`config.mk`:
```
export PLATFORM = sky130hd
export DESIGN_NAME = digit_scan_mux
export DESIGN_NICKNAME = d
export VERILOG_FILES = /design/src/rtl/digit_scan_mux.sv
export SDC_FILE = /design/constraint.sdc
export NUM_CORES = 1
export LEC_CHECK = 0
export ABC_AREA = 0
export CELL_PAD_IN_SITES_DETAIL_PLACEMENT = 1
export CELL_PAD_IN_SITES_GLOBAL_PLACEMENT = 1
export CORE_UTILIZATION = 48
export CTS_CLUSTER_DIAMETER = 150
export DETAILED_ROUTE_END_ITERATION = 10
export PLACE_DENSITY = 0.88
export SYNTH_ARGS = -nofsm -noshare
export SYNTH_HDL_FRONTEND = slang
export SYNTH_SLANG_ARGS = --single-unit
```
`constraint.sdc`:
```
create_clock -name clk -period 5.97 [get_ports clk]
set_clock_uncertainty 0.05 [all_clocks]
set_input_delay 1.194 -clock clk [delete_from_list [all_inputs] [get_ports clk]]
set_output_delay 1.194 -clock clk [all_outputs]
set_load 0.01 [all_outputs]
```
`src/rtl/digit_scan_mux.sv`:
```
// digit_scan_mux: time-multiplexed driver for a bank of 7-segment digits.
// Optional one-cycle blanking between digits when SCAN_BLANK_EN is defined.
module digit_scan_mux #(
    parameter int NUM_DIGITS = 4,
    parameter int SCAN_DIV   = 1000
) (
    input  logic                    clk,
    input  logic                    rst,
    input  logic                    load,
    input  logic [3*NUM_DIGITS-1:0] data_in,
    output logic                    ready,
    output logic                    A,
    output logic                    B,
    output logic                    C,
    output logic [NUM_DIGITS-1:0]   dig_en
);

    localparam int DW = 3 * NUM_DIGITS;
    localparam int IW = (NUM_DIGITS > 1) ? $clog2(NUM_DIGITS) : 1;
    localparam logic [15:0]   TERM = 16'(SCAN_DIV - 1);
    localparam logic [IW-1:0] LAST = IW'(NUM_DIGITS - 1);

`ifdef SCAN_BLANK_EN
    typedef enum logic [0:0] {
        SCAN  = 1'b0,
        BLANK = 1'b1
    } state_t;

    state_t state_q, state_d;
`endif

    logic [15:0]           presc_q, presc_d;
    logic [IW-1:0]         idx_q, idx_d;
    logic [DW-1:0]         disp_q, disp_d;
    logic [DW-1:0]         pend_q, pend_d;
    logic                  ready_d;
    logic [NUM_DIGITS-1:0] dig_en_d;
    logic [2:0]            abc_d;
    logic                  adv;

    // Next-state: prescaler, digit index, frame-boundary update, load capture
    always_comb begin
        presc_d  = presc_q;
        idx_d    = idx_q;
        disp_d   = disp_q;
        pend_d   = pend_q;
        ready_d  = ready;
        dig_en_d = '0;
        abc_d    = 3'b000;
        adv      = 1'b0;
`ifdef SCAN_BLANK_EN
        state_d  = state_q;
        unique case (state_q)
            SCAN: begin
                for (int k = 0; k < NUM_DIGITS; k++) begin
                    if (idx_q == IW'(k)) begin
                        dig_en_d[k] = 1'b1;
                        abc_d       = disp_q[3*k +: 3];
                    end
                end
                if (presc_q == TERM) begin
                    presc_d = 16'd0;
                    state_d = BLANK;
                end else begin
                    presc_d = presc_q + 16'd1;
                end
            end
            BLANK: begin
                adv     = 1'b1;
                state_d = SCAN;
            end
        endcase
`else
        for (int k = 0; k < NUM_DIGITS; k++) begin
            if (idx_q == IW'(k)) begin
                dig_en_d[k] = 1'b1;
                abc_d       = disp_q[3*k +: 3];
            end
        end
        if (presc_q == TERM) begin
            presc_d = 16'd0;
            adv     = 1'b1;
        end else begin
            presc_d = presc_q + 16'd1;
        end
`endif
        // Pending data only lands when the index wraps to digit 0
        if (adv) begin
            if (idx_q == LAST) begin
                idx_d = '0;
                if (!ready) begin
                    disp_d  = pend_q;
                    ready_d = 1'b1;
                end
            end else begin
                idx_d = idx_q + IW'(1);
            end
        end
        // A load uses the pre-edge ready, so a boundary load waits a frame
        if (load && ready) begin
            pend_d  = data_in;
            ready_d = 1'b0;
        end
    end

    // State and registered outputs, cleared asynchronously by rst
    always_ff @(posedge clk or posedge rst) begin
        if (rst) begin
            presc_q <= 16'd0;
            idx_q   <= '0;
            disp_q  <= '0;
            pend_q  <= '0;
            ready   <= 1'b1;
            dig_en  <= '0;
            A       <= 1'b0;
            B       <= 1'b0;
            C       <= 1'b0;
`ifdef SCAN_BLANK_EN
            state_q <= SCAN;
`endif
        end else begin
            presc_q <= presc_d;
            idx_q   <= idx_d;
            disp_q  <= disp_d;
            pend_q  <= pend_d;
            ready   <= ready_d;
            dig_en  <= dig_en_d;
            A       <= abc_d[2];
            B       <= abc_d[1];
            C       <= abc_d[0];
`ifdef SCAN_BLANK_EN
            state_q <= state_d;
`endif
        end
    end

endmodule

```
==> metrics.cfg, run 1 <==
[global_route]
grt_overflow_total = 0
grtUsageTotal = 0.215
grt_pass1_vias = 1432
grt_max_degree = 51
antenna_found_initial = 0
grt_first_pass_wirelength_mm = 6.99

[floorplan]
floorplan.initialDensity = 0.511
die_area_um2 = 4620
ios = 23
die_height_um = 67.9
fp-row-count = 23
die_w_um = 67.9
core_area_um2 = 4090

[yosys]
synth_warnings = 0
synth_fp_nets = 183
synth_top_cell_by_area = dfrtp_1
synth_edf_count = 0
ys_seq_area_frac = 0.600
ys_top_cells_by_area = dfrtp_1 59%, mux2_2 8.1%, mux2_1 4.9%, ha_1 3.0%, nand2_1 2.5%
ys_async_sr_fraction = 1.00
synthCells = 163
synth_commonest_cells = 49 x dfrtp_1, 15 x mux2_2, 14 x nand2_1
ys_seq_elements = 50
synth.avg_cell_area_um2 = 12.8
ys.flop_type = dfrtp_1
yosysMostFrequentCell = dfrtp_1
yosysUniqueCellTypes = 32
synth.top_cell.area_share = 0.588
syn-cell-area_um2 = 2090

[detailed_routing]
drt-total-wl_mm = 4.13
via_count = 1314
routed_via_density = 5.52
drtIter0Drc = 95
drt-wirelength-per-cell_um = 17.3
postRouteAntennaNets = 0
route.detailed.drc = 0
dr.pass1.iters = 3

[cells_and_area]
layout.cells.non_filler = 238
area_delta_synth_final_pct = 15.9
nets = 208
drive_above_1_share = 0.138
antenna_cells = 0
fillers = 426

[placement]
dp_cells = 231
gp_congestion = 0.784
post-dp-hpwl_mm = 3.01
io_buffers = 22

[cts]
hold_buffers = 0
cts.sinks = 50
cts_resized = 0
cts_buffers = 5
cts-root-buf = clkbuf_8
path_clk_slew_ps = 90
cts_buffer_depth = 2
h-tree-depth = 2
clock_latency_ps = 300
cts_setup_buffers = 0
cts_tree = done

[sta]
max_freq_mhz = 358
slew_violations = 0
finalCritPeriodShare = 0.468
tightestPinTransition_ps = 1010
min_period_ps = 2800
max-slew-margin-rel = 0.325
finalHoldViolations = 0
final-setup-viol-count = 0
fin_hold_ws_ps = 443
rsz0062_at_grt = false
setup_tns_ps = 0

[flow_run]
cap_violations = 0

[power_and_ir_drop]
power_density_nw_per_um2 = 223
swShare = 0.208
ir_drop_mv = 0.147
switchingPower_uw = 112
p_int_uw = 427
p_comb_frac = 0.029
pwr-share-seq = 0.627
p_clk_frac = 0.344
leakage_uw = 0.00114

[setup_path]
critPathRequiredTime_ps = 6110
cp-end-kind = flop
cp.arrival_ps = 2930
crit_type = reg -> reg
critPathLaunchType = flop
crit_fanout = 13

[hold_path]
holdCritPathClass = reg -> reg

[outcome]
status = complete, no violations

==> cells in the final DEF, fill, tap and decap left out <==
master           count
mux2i_1              1
inv_2                1
xor2_1               4
clkbuf_8             5
nor3b_1              1
nand3_1              6
dfrtp_1             49
a21o_1               2
or4_4                1
mux2_2              15
and3b_1              1
inv_1                3
nor3_1               3
clkbuf_1             2
o21ai_0              8
dfstp_2              1
mux2_1               9
ha_1                 5
xnor2_1              6
nand3b_1             3
or3b_2               1
a21oi_1              8
nand2b_1             1
nor2_1               6
or2_2                1
or3_1                2
nand4_1              2
and3_1               2
clkdlybuf4s50_1     22
nand2_1             14
nand4bb_1            1
nor4_4               1
nor2b_1              1
==> logic make-up (layout without fill, tap and decap cells) <==
group / after synthesis / count (layout) / share of synthesized area
compound gates: 18 / 18 / 0.0456
xor+xnor: 10 / 10 / 0.0420
fa+ha+maj: 5 / 5 / 0.0300
buf+inv: 8 / 33 / 0.0198
flops: 50 / 50 / 0.600
mux: 25 / 25 / 0.134
simple gates: 47 / 47 / 0.128
==> power groups by stage <==
stage / logic, uW / registers [uW] / clock network [uW]
finish: 15.7 / 338 / 185
global route: 17.9 / 338 / 202
CTS: 16.5 / 338 / 190
detailed placement: 16.4 / 345 / 0
global placement: 15.7 / 345 / 0
floorplan: 5.18 / 345 / 0
==> worst max-delay path: stages (launching register included) <==
cell	delay (ps)
dfrtp_1	420
or4_4	570
nor4_4	590
and3b_1	650
mux2_2	410
==> sequential cells by signal (all words and copies together) (netlist names) <==
register / flops
pend_q: 12
disp_q: 12
idx_q: 2
dig_en: 4
ready: 1
presc_q: 16
C: 1
A: 1
B: 1
==> final timing paths <==
kind,startpoint,endpoint,slack (ps),cells past startpoint
max,presc_q[12],disp_q[9],3170,4
min,presc_q[15],presc_q[15],440,1
max reg2reg,presc_q[12],disp_q[9],3170,4
min reg2reg,presc_q[15],presc_q[15],440,1
max in group asynchronous,rst,presc_q[8],3830,2
min in group asynchronous,rst,presc_q[15],1400,2
==> cell type report <==
type,instances,area (um2),share of cell area
Inverter,4,15.0,0.00620
Clock buffer,7,76.3,0.0315
Multi-Input combinational cell,105,793,0.328
Timing Repair Buffer,22,220,0.0910
Sequential cell,50,1250,0.518
Tap cell,50,62.6,0.0259
==> metal layers <==
layer / GRT usage / up-vias / wire, um
li1: - / 606 / -
met1: 0.276 / 684 / 1810
met2: 0.349 / 20 / 2130
met3: 0.0633 / 4 / 159
met4: 0.0651 / 0 / 36
met5: 0 / - / 0
==> metrics by stage <==
stage	worst slack, ps	util	power, uW	instance area, um2
finish	3170	0.592	539	2420
global placement	3320	0.573	361	2340
CTS	3150	0.592	544	2420
global route	3020	0.592	558	2420
floorplan	3530	-	350	2090
detailed placement	3160	0.573	362	2340
Power figures use the tool's default switching activity.
==> run 2, diff against run 1 <==
CORE_UTILIZATION = 45   (was 48)
PLACE_DENSITY = 0.83   (was 0.88)
clock period = 2.6 ns   (was 5.97 ns; I/O delays follow)
==> metrics.cfg, run 2 (synthesis gave the netlist of run 1 again) <==
[outcome]
status = complete, no violations

[placement]
gp_congestion = 0.714  ; -8.9%
post-dp-hpwl_mm = 3.14  ; +4.1%
io_buffers = 22  ; unchanged

[cells_and_area]
multi_input_area_um2 = 793  ; unchanged
regMostFlops = presc_q
drive_above_1_share = 0.167  ; +0.0284
seqCellArea_um2 = 1250  ; unchanged
top_regs = presc_q (16), disp_q (12), pend_q (12)
antenna_cells = 0  ; unchanged
nets = 211  ; +1.4%
final_common_cell = dfrtp_1
area_delta_synth_final_pct = 18.7
fillers = 444  ; +4.2%
largest_reg_flops = 16  ; unchanged
final_cell_mix = 49 x dfrtp_1, 22 x clkdlybuf4s50_1, 15 x mux2_2

[global_route]
grt_max_degree = 51  ; unchanged
antenna_found_initial = 0  ; unchanged
grt_first_pass_wirelength_mm = 7.57  ; +8.3%
grtUsageTotal = 0.202  ; -0.0131
grt_pass1_vias = 1485  ; +3.7%
grt_overflow_total = 0  ; unchanged

[cts]
cts_buffers = 5  ; unchanged
cts-root-buf = clkbuf_8
cts_resized = 0  ; unchanged
cts_tree = done
cts_setup_buffers = 0  ; unchanged
hold_buffers = 0  ; unchanged
path_clk_slew_ps = 90  ; about the same
h-tree-depth = 2  ; unchanged
clock_latency_ps = 300  ; about the same
cts.sinks = 50  ; unchanged
cts_buffer_depth = 2  ; unchanged

[detailed_routing]
via_count = 1325  ; +0.84%
drtIter0Drc = 74  ; -22%
dr.pass1.iters = 4  ; +1
postRouteAntennaNets = 0  ; unchanged
route.detailed.drc = 0  ; unchanged
routed_via_density = 5.43  ; -1.6%
drt-total-wl_mm = 4.33  ; +4.7%
drt-wirelength-per-cell_um = 17.7  ; +2.2%

[sta]
slew_violations = 0  ; unchanged
max_freq_mhz = 455  ; +27%
finalHoldViolations = 0  ; unchanged
min_period_ps = 2200  ; -597 ps
tightestPinTransition_ps = 616  ; -395 ps
max-slew-margin-rel = 0.589  ; +0.264
finalCritPeriodShare = 0.846  ; +0.378
setup_tns_ps = 0  ; unchanged
rsz0062_at_grt = false
final-setup-viol-count = 0  ; unchanged

[floorplan]
floorplan.initialDensity = 0.473  ; -0.0379
die_height_um = 70.1  ; +3.2%
fp-row-count = 24  ; +4.3%
ios = 23  ; unchanged
die_area_um2 = 4910  ; +6.5%
core_area_um2 = 4410  ; +8.0%
die_w_um = 70.1  ; +3.2%

[hold_path]
hold_end = presc_q[15]
holdCritPathClass = reg -> reg
hold_start = presc_q[15]
hold_depth = 1  ; unchanged

[setup_path]
r2r-end = disp_q[0]
cp.arrival_ps = 2330  ; -600 ps
crit_type = reg -> reg
critPathRequiredTime_ps = 2730  ; -3380 ps
cp-end-kind = flop
cp_slowest_cell = dfrtp_1
critPathLaunchType = flop
crit_fanout = 13  ; unchanged
cpPeakStageDelay_ps = 430  ; -220 ps
r2r_start = presc_q[0]
r2r_slack_ps = 400  ; -2770 ps
path_cells = ha_1 > nand4bb_1 > nor4_4 > and3b_1 > buf_4 > mux2_1
r2r_cells = 6  ; +2

[flow_run]
cap_violations = 0  ; unchanged

[power_and_ir_drop]
ir_drop_mv = 0.344  ; +130%
power.total_uw = 1350  ; +150%
leakage_uw = 0.00118  ; +3.1%
power_density_nw_per_um2 = 546  ; +140%

[run 2: cell types whose count changed in the layout (fill, tap and decap cells not counted), sizes merged]
cell,previous run,this run
clkbuf,7,5
buf,0,3
bufinv,0,1
clkinv,0,2
[run 2: area by class of cell]
| class | count | share of cell area |
|---|---|---|
| sequential | 50 | 0.506 |
| multi-input combinational | 105 | 0.320 |
| timing repair buffer | 25 | 0.0980 |
| clock buffer | 5 | 0.0278 |
| tap | 52 | 0.0263 |
| clock inverter | 3 | 0.0162 |
| inverter | 4 | 0.00606 |
[run 2: worst max path at each step]
stage	slack [ps]	from	to	depth (start not counted)
after global routing	300	presc_q[0]	disp_q[0]	6
after CTS	400	presc_q[0]	disp_q[4]	6
final	400	presc_q[0]	disp_q[0]	6
after floorplan	530	presc_q[12]	disp_q[0]	6
after global placement	540	presc_q[12]	disp_q[9]	5
after detailed placement	420	presc_q[0]	disp_q[4]	6
[run 2: worst max-delay path: cells and delay by family, from the launching register on]
kind | cells | cell delay (ps)
adders and majority gates | 1 | 270
buffers and inverters | 1 | 220
DFF | 1 | 430
muxes | 1 | 360
and+or+nand+nor | 3 | 740
[run 2: metal layers]
layer  global-route usage  vias up  share of wire
li1                     -      617              -
met1                0.260      673           0.44
met2                0.331       26           0.51
met3               0.0505        9          0.032
met4               0.0711        0          0.017
met5                    0        -              0
[run 2: metrics by stage]
stage	utilization	std cells	cell area, um2	setup WS [ps]	hold WS (ps)
2_1_floorplan	-	163	2090	526	396
3_3_place_gp	0.537	236	2370	541	418
3_5_place_dp	0.537	236	2370	422	428
4_1_cts	0.561	244	2480	395	447
5_1_grt	0.561	244	2480	300	469
6_report	0.561	244	2480	400	447
[run 2: power by group]
group	internal, uW	total [uW]	switching, uW
Clock	283	538	255
Sequential	777	777	0
Combinational	19.6	37.4	17.8
Total	1080	1350	272
